`src/rtl/fetch_queue.sv`:
```
// fetch_queue
//   Generates word-addressed fetch PCs, fetches instructions from a
//   variable-latency instruction memory (req/gnt/rvalid handshake, one
//   request outstanding at most), and buffers {pc, instr} pairs in a
//   DEPTH-entry queue that decode drains over a valid/ready handshake.
//   PC-select redirects (execute / EPC / error handler) flush the queue;
//   a response still in flight at the redirect is discarded.
//
// Ports
//   i_clk, i_rst_n      clock (rising edge), asynchronous active-low reset
//   i_pcsrc             redirect select: 00 none, 01 execute, 10 EPC, 11 error
//   i_execute           branch/jump target
//   i_epc_to_pc         exception return address
//   i_error_handler     exception vector
//   o_imem_req/addr     fetch request and its word address
//   i_imem_gnt          request accepted this cycle
//   i_imem_rvalid/rdata response (one per granted request)
//   o_fetch_valid       queue head valid
//   o_fetch_pc/instr    head entry
//   i_fetch_ready       decode accepts head
module fetch_queue #(
  parameter int              ADDR_W   = 32,
  parameter int              DATA_W   = 32,
  parameter int              DEPTH    = 4,
  parameter logic [ADDR_W-1:0] RESET_PC = '0
) (
  input  logic              i_clk,
  input  logic              i_rst_n,
  input  logic [1:0]        i_pcsrc,
  input  logic [ADDR_W-1:0] i_execute,
  input  logic [ADDR_W-1:0] i_epc_to_pc,
  input  logic [ADDR_W-1:0] i_error_handler,
  output logic              o_imem_req,
  output logic [ADDR_W-1:0] o_imem_addr,
  input  logic              i_imem_gnt,
  input  logic              i_imem_rvalid,
  input  logic [DATA_W-1:0] i_imem_rdata,
  output logic              o_fetch_valid,
  output logic [ADDR_W-1:0] o_fetch_pc,
  output logic [DATA_W-1:0] o_fetch_instr,
  input  logic              i_fetch_ready
);

  localparam int PTR_W = $clog2(DEPTH);
  localparam int CNT_W = PTR_W + 1;

  typedef enum logic [1:0] {ST_REQ, ST_WAIT, ST_DRAIN} state_t;

  state_t            state_reg, state_next;
  logic [ADDR_W-1:0] fetch_pc_reg;
  logic [ADDR_W-1:0] req_pc_reg;     // address of the request in flight
  logic [PTR_W-1:0]  wr_ptr_reg, rd_ptr_reg;
  logic [CNT_W-1:0]  count_reg;

  logic [ADDR_W-1:0] pc_mem    [DEPTH];
  logic [DATA_W-1:0] instr_mem [DEPTH];

  logic              redirect;
  logic [ADDR_W-1:0] redirect_pc;
  logic              outstanding;
  logic [CNT_W:0]    in_use;
  logic              credit;
  logic              grant;
  logic              enq;
  logic              deq;

  // ---------------------------------------------------------------------
  // Redirect target selection
  // ---------------------------------------------------------------------
  assign redirect = (i_pcsrc != 2'b00);

  always_comb begin
    redirect_pc = fetch_pc_reg;
    case (i_pcsrc)
      2'b01:   redirect_pc = i_execute;
      2'b10:   redirect_pc = i_epc_to_pc;
      2'b11:   redirect_pc = i_error_handler;
      default: redirect_pc = fetch_pc_reg;
    endcase
  end

  // A slot is reserved for the outstanding request so the queue can never
  // overflow when its response lands.
  assign outstanding = (state_reg != ST_REQ);
  assign in_use      = {1'b0, count_reg} + {{CNT_W{1'b0}}, outstanding};
  assign credit      = (in_use < (CNT_W+1)'(DEPTH));

  assign grant = o_imem_req && i_imem_gnt;
  // A redirect kills the returning data and ignores decode's dequeue.
  assign enq   = (state_reg == ST_WAIT) && i_imem_rvalid && !redirect;
  assign deq   = o_fetch_valid && i_fetch_ready && !redirect;

  // ---------------------------------------------------------------------
  // FSM: state register
  // ---------------------------------------------------------------------
  always_ff @(posedge i_clk or negedge i_rst_n) begin
    if (!i_rst_n) state_reg <= ST_REQ;
    else          state_reg <= state_next;
  end

  // FSM: next state
  always_comb begin
    state_next = state_reg;
    case (state_reg)
      ST_REQ:   if (grant) state_next = redirect ? ST_DRAIN : ST_WAIT;
      // A response coincident with a redirect still retires the request.
      ST_WAIT:  if (i_imem_rvalid) state_next = ST_REQ;
                else if (redirect) state_next = ST_DRAIN;
      ST_DRAIN: if (i_imem_rvalid) state_next = ST_REQ;
      default:  state_next = ST_REQ;
    endcase
  end

  // FSM: outputs. The request is masked while reset is held so the bus
  // sees no request until the fetch unit is out of reset.
  always_comb begin
    o_imem_req  = (state_reg == ST_REQ) && credit && i_rst_n;
    o_imem_addr = fetch_pc_reg;
  end

  // ---------------------------------------------------------------------
  // Fetch PC and in-flight address
  // ---------------------------------------------------------------------
  always_ff @(posedge i_clk or negedge i_rst_n) begin
    if (!i_rst_n) begin
      fetch_pc_reg <= RESET_PC;
      req_pc_reg   <= '0;
    end else begin
      if (redirect)   fetch_pc_reg <= redirect_pc;
      else if (grant) fetch_pc_reg <= fetch_pc_reg + 1'b1;  // wraps naturally
      if (grant)      req_pc_reg   <= fetch_pc_reg;
    end
  end

  // ---------------------------------------------------------------------
  // Queue pointers and occupancy
  // ---------------------------------------------------------------------
  always_ff @(posedge i_clk or negedge i_rst_n) begin
    if (!i_rst_n) begin
      wr_ptr_reg <= '0;
      rd_ptr_reg <= '0;
      count_reg  <= '0;
    end else if (redirect) begin
      wr_ptr_reg <= '0;
      rd_ptr_reg <= '0;
      count_reg  <= '0;
    end else begin
      if (enq) wr_ptr_reg <= wr_ptr_reg + 1'b1;
      if (deq) rd_ptr_reg <= rd_ptr_reg + 1'b1;
      case ({enq, deq})
        2'b10:   count_reg <= count_reg + 1'b1;
        2'b01:   count_reg <= count_reg - 1'b1;
        default: count_reg <= count_reg;
      endcase
    end
  end

  // ---------------------------------------------------------------------
  // Queue storage, one register pair per entry
  // ---------------------------------------------------------------------
  generate
    for (genvar gi = 0; gi < DEPTH; gi++) begin : g_entry
      always_ff @(posedge i_clk or negedge i_rst_n) begin
        if (!i_rst_n) begin
          pc_mem[gi]    <= '0;
          instr_mem[gi] <= '0;
        end else if (enq && (wr_ptr_reg == PTR_W'(gi))) begin
          pc_mem[gi]    <= req_pc_reg;
          instr_mem[gi] <= i_imem_rdata;
        end
      end
    end
  endgenerate

  // Head is read straight from registered storage; it only changes on a
  // dequeue or flush, so it holds while valid && !ready.
  assign o_fetch_valid = (count_reg != '0);
  assign o_fetch_pc    = pc_mem[rd_ptr_reg];
  assign o_fetch_instr = instr_mem[rd_ptr_reg];

endmodule

```
`config.mk`:
```
export PLATFORM = sky130hd
export DESIGN_NAME = fetch_queue
export DESIGN_NICKNAME = d
export VERILOG_FILES = /design/src/rtl/fetch_queue.sv
export SDC_FILE = /design/constraint.sdc
export NUM_CORES = 1
export LEC_CHECK = 0
export CORE_AREA = 5 5 167 169
export CTS_CLUSTER_DIAMETER = 30
export CTS_CLUSTER_SIZE = 10
export DETAILED_ROUTE_END_ITERATION = 10
export DIE_AREA = 0 0 172 174
export PLACE_DENSITY_LB_ADDON = 0.08
export SLEW_MARGIN = 0
export SYNTH_ARGS = -nofsm -noshare
export SYNTH_HDL_FRONTEND = slang
export SYNTH_SLANG_ARGS = --single-unit
```
`constraint.sdc`:
```
create_clock -name i_clk -period 4.8 [get_ports i_clk]
set_clock_uncertainty 0.2 [all_clocks]
set_input_delay 0.72 -clock i_clk [delete_from_list [all_inputs] [get_ports i_clk]]
set_output_delay 0.72 -clock i_clk [all_outputs]
set_load 0.1 [all_outputs]
```
* Yosys cells after proc, flatten, opt, wreduce, memory -nomap -nowiden *
Index checks and enable logic that the tools add are counted.

operators by class
  muxes and demuxes = 21
  reductions and logical operators = 23
  magnitude comparators = 2
  add/subtract/negate cells = 6
  bitwise logic cells = 1
  eq/ne operators = 14

operators by type and width
  kind                   number
  $mux 32                6
  $bmux 32 s2            2
  $pmux 32 s3            1
  $add 32x1->32 const B  1
  $mux 2                 9
  $eq 2x2->1 const B     6
  $logic_and 1x1->1      11
  $reduce_bool 2->1      5
  $eq 2x1->1 const B     4
  $pmux 2 s3             1
  $pmux 3 s2             1
  $reduce_bool 3->1      2
  $add 2x1->2 const B    2
  $add 3x1->4            1
  $logic_not 2->1        2
  $lt 4x3->1 const B     1
  $ne 2x2->1 const B     2
  $ne 4x1->1 const B     1
  $add 3x1->3 const B    1
  $ge 3x3->1 const B     1
  $mux 3                 1
  $ne 3x3->1 const B     1
  $not 2->3              1
  $reduce_and 3->1       1
  3 further kinds        3

storage, ports and cells
  output and inout port bits = 98
  input bits = 135
  register bits = 329

* Logic depth before layout (Yosys ltp) *
  word-level depth = 8
  mapped depth = 9

* Worst setup path after synthesis *
Ideal clock, no wire load.

  path kind = in2reg
  from = in i_rst_n
  to = reg fetch_pc_reg[29], in the netlist o_imem_addr[29]
  data arrival time = 3.294 ns
  stages on the path = 5
  required time = 4.460 ns
  setup slack = 1.166 ns
  path buffers = 0
  cell sequence = nor4b_4 > nand4_1 > nor4_1 > xor2_1 > mux4_1

on the way
  word-level cells in the longest chain between the ends = 4

RTL lines
  element                             line  source
  start: declaration                  28    input logic i_rst_n,
  $logic_and 1x1->1                   117   o_imem_req = (state_reg == ST_REQ) && credit && i_rst_n;
  $logic_and 1x1->1                   88    assign grant = o_imem_req && i_imem_gnt;
  $reduce_bool 2->1 (no source line)  n/a
  $reduce_and 2->1 (no source line)   n/a
  end signal: assignment              129   if (redirect) fetch_pc_reg <= redirect_pc;
  end signal: assignment              130   else if (grant) fetch_pc_reg <= fetch_pc_reg + 1'b1;
  end: declaration                    50    logic [ADDR_W-1:0] fetch_pc_reg;

No other way between the ends.
A chain may end at the register's enable or synchronous reset.

* Worst setup path in the final report *
  from = reg rd_ptr_reg[1]
  to = out o_fetch_pc[12]

on the way
  word-level cells in the longest chain between the ends = 4

RTL lines
  element                                     line  source
  start: declaration                          52    logic [PTR_W-1:0] wr_ptr_reg, rd_ptr_reg;
  start signal: assignment                    149   if (deq) rd_ptr_reg <= rd_ptr_reg + 1'b1;
  $not 2->3 (not written as such)             178   assign o_fetch_pc = pc_mem[rd_ptr_reg];
  $bmux 32 s2                                 178
  $mux 32 (not written as such) (2 in a row)  178
  end: declaration                            39    output logic [ADDR_W-1:0] o_fetch_pc,

No other way between the ends. The select of a mux whose other input is x is not followed.

==> impl_metrics.env <==
export IMPL_synthTopCellsByArea="dfrtp_1 54%, mux2_2 19%, mux4_2 13%"
export IMPL_dieWidth_um=172
export IMPL_synth_xor_area_share=0.0145
export IMPL_cts_buffers=66
export IMPL_cp_required_ns=3.88
export IMPL_period_needed_ns=4.11
export IMPL_synthFlopType="dfrtp_1"
export IMPL_cts_max_level=3
export IMPL_synth_seq_cells=329
export IMPL_syn_cell_area_mm2=0.0151
export IMPL_clkLatencyLatePin_ns=0.53
export IMPL_cts_root_buf="clkbuf_16"
export IMPL_yosys_area_share_adder=0.00545
export IMPL_initial_utilization=0.573
export IMPL_core_area_mm2=0.0264
export IMPL_route_detailed_drc=0
export IMPL_areaGrowthSynthToFinish_pct=32.1
export IMPL_first_pass_iters=5
export IMPL_p_leak_uw=0.00935
export IMPL_ys_top_cells_by_count="329 x dfrtp_1, 256 x mux2_2, 125 x nand2_1"
export IMPL_report_final_slew_viol_count=0
export IMPL_portBuffers=232
export IMPL_drtAntennaViolNets=0
export IMPL_cts_tree="done"
export IMPL_power_density_mw_per_mm2=470
export IMPL_fmax_ghz=0.243
export IMPL_path_clk_slew_ns=0.05
export IMPL_syn_nets=1175
export IMPL_yosysSeqAreaShare=0.544
export IMPL_r2r_setup_slack_ns=1.76
export IMPL_max_slew_margin=0.276
export IMPL_worstMarginPinSlew_ns=1.09
export IMPL_synth_edf_count=0
export IMPL_grt_pass1_vias=10800
export IMPL_clk_path_buf_depth=3
export IMPL_antenna_cells=0
export IMPL_synth_simple_area_share=0.0669
export IMPL_grt_pass1_wl_mm=57.6
export IMPL_finalCritPeriodShare=0.856
export IMPL_synth_cells=1034
export IMPL_synth_most_common_cell="dfrtp_1"
export IMPL_globalRouteOverflowTotal=0
export IMPL_synth_top_family_by_area="multiplexers"
export IMPL_yosys_area_top_type="dfrtp_1"
export IMPL_wl_per_cell_um=21.6
export IMPL_placed_cells=1550
export IMPL_netlist_area_leader_share=0.544
export IMPL_top_regs="instr_mem: 128 flops, pc_mem: 128 flops"
export IMPL_drv_cap=0
export IMPL_grt_max_degree=152
export IMPL_avgSynthCellArea_um2=14.6
export IMPL_grtUsageTotal=0.242
export IMPL_num_io_pins=233
export IMPL_numClockSinks=329
export IMPL_layout_nets=1419
export IMPL_via_count=9757
export IMPL_async_flop_share=1.00
export IMPL_worstSetupStartpointType="register"
export IMPL_rsz0062_at_grt="false"
export IMPL_critPathKind="register to primary output"
export IMPL_status="completed"
export IMPL_ys_types=54
export IMPL_viasPerCell=5.85
export IMPL_arrival_ns=3.19
export IMPL_routed_wl_mm=36.0
export IMPL_dieHeight_um=174
export IMPL_worstPathCellList="mux4_2 > clkdlybuf4s50_1"
export IMPL_endpoint_kind="primary output"
export IMPL_final_hold_violation_count=0
export IMPL_holdCritPathClass="register to register"
export IMPL_gp_congestion=0.861
export IMPL_drt_initial_drc_count=606
export IMPL_slowest_delay_ns=1.14
export IMPL_synthMuxAreaShare=0.331
export IMPL_drive_gt1_frac=0.371
export IMPL_dp_hpwl_mm=22.2
export IMPL_synth_compound_area_share=0.0158
export IMPL_tns_ns=0
export IMPL_fillers=1671
export IMPL_crit_fanout=61
export IMPL_die_area_mm2=0.0299
export IMPL_fin_cells=1668
export IMPL_vdd_drop_max_uv=395
export IMPL_yosys_warnings=0
export IMPL_setup_violations=0
export IMPL_antenna_found_initial=0
export IMPL_num_rows=60
export IMPL_worst_path_max_delay_cell="clkdlybuf4s50_1"
metal layers:
metal  track usage  share of wire
met1         0.323           0.42
met2         0.397           0.49
met3        0.0550          0.067
met4        0.0809          0.023
met5             0              0
through the flow:
stage	setup slack [ns]	area, um^2	utilization	hold slack, ns	total power [uW]
finish	0.691	20000	0.757	0.297	9410
global route	0.571	20000	0.757	0.304	9730
CTS	0.648	20000	0.757	0.298	9490
detailed placement	1.13	17700	0.669	0.288	4810
global placement	1.19	17700	0.669	0.281	4790
floorplan	1.17	15100	-	0.224	4280
worst max-delay path, delay by kind of cell, from the launching register on:
kind	cells	cell delay, ns
buffers and inverters	1	1.14
flip-flops	1	1.10
multiplexers	1	0.41
power breakdown:
| part | switching (uW) | internal [uW] | leakage, uW |
|---|---|---|---|
| Combinational | 1100 | 505 | 0.00379 |
| Sequential | 204 | 2960 | 0.00444 |
| Clock | 1410 | 3230 | 0.00112 |
placed cells by master (no fill, tap or decap), types with 7 or more instances in the layout:
cell type,count
dfrtp_1,327
mux2_2,256
clkdlybuf4s50_1,219
nand2_1,121
mux4_2,88
clkbuf_16,69
nor2_1,18
buf_4,18
clkbuf_8,16
xor2_1,14
nand3_1,13
nand4_1,13
xnor2_1,11
mux2i_1,10
nor4_1,8
o21ai_0,8
clkbuf_1,8
bufinv_16,7
path summary, 6_finish.rpt:
check,startpoint,endpoint,cells past startpoint
worst max register to register,state_reg[0],o_imem_addr[5],5
min in group asynchronous,i_rst_n,instr_mem[107],2
worst min-delay path,pc_mem[51],pc_mem[51],1
max in group asynchronous,i_rst_n,rd_ptr_reg[0],3
worst max-delay path,rd_ptr_reg[1],o_fetch_pc[12],2
worst min register to register,pc_mem[51],pc_mem[51],1
cell type report:
class,count,area (um^2),area share
flip-flops and latches,329,8240,0.412
multi-input cells,635,6600,0.330
repair buffers,243,2420,0.121
clock buffers,93,1980,0.0988
well taps,341,427,0.0213
clock inverters,24,330,0.0165
inverters,3,11.3,0.000563
cell families after synthesis:
logic type	after synthesis
and+or+nand+nor	213
muxes	356
buffers and inverters	70
xor gates and xnor gates	25
adders and majority gates	6
AOI/OAI and AO/OA	35
DFF	329
timing repair:
item | in CTS | in global routing
hold buffers | 1 | 0
buffers inserted | 0 | 0
setup endpoints to repair | 0 | 0
gates resized for setup | 0 | 0
endpoints found under the hold margin | 48 | 0
Note: power is estimated with default switching activity, not from simulation.
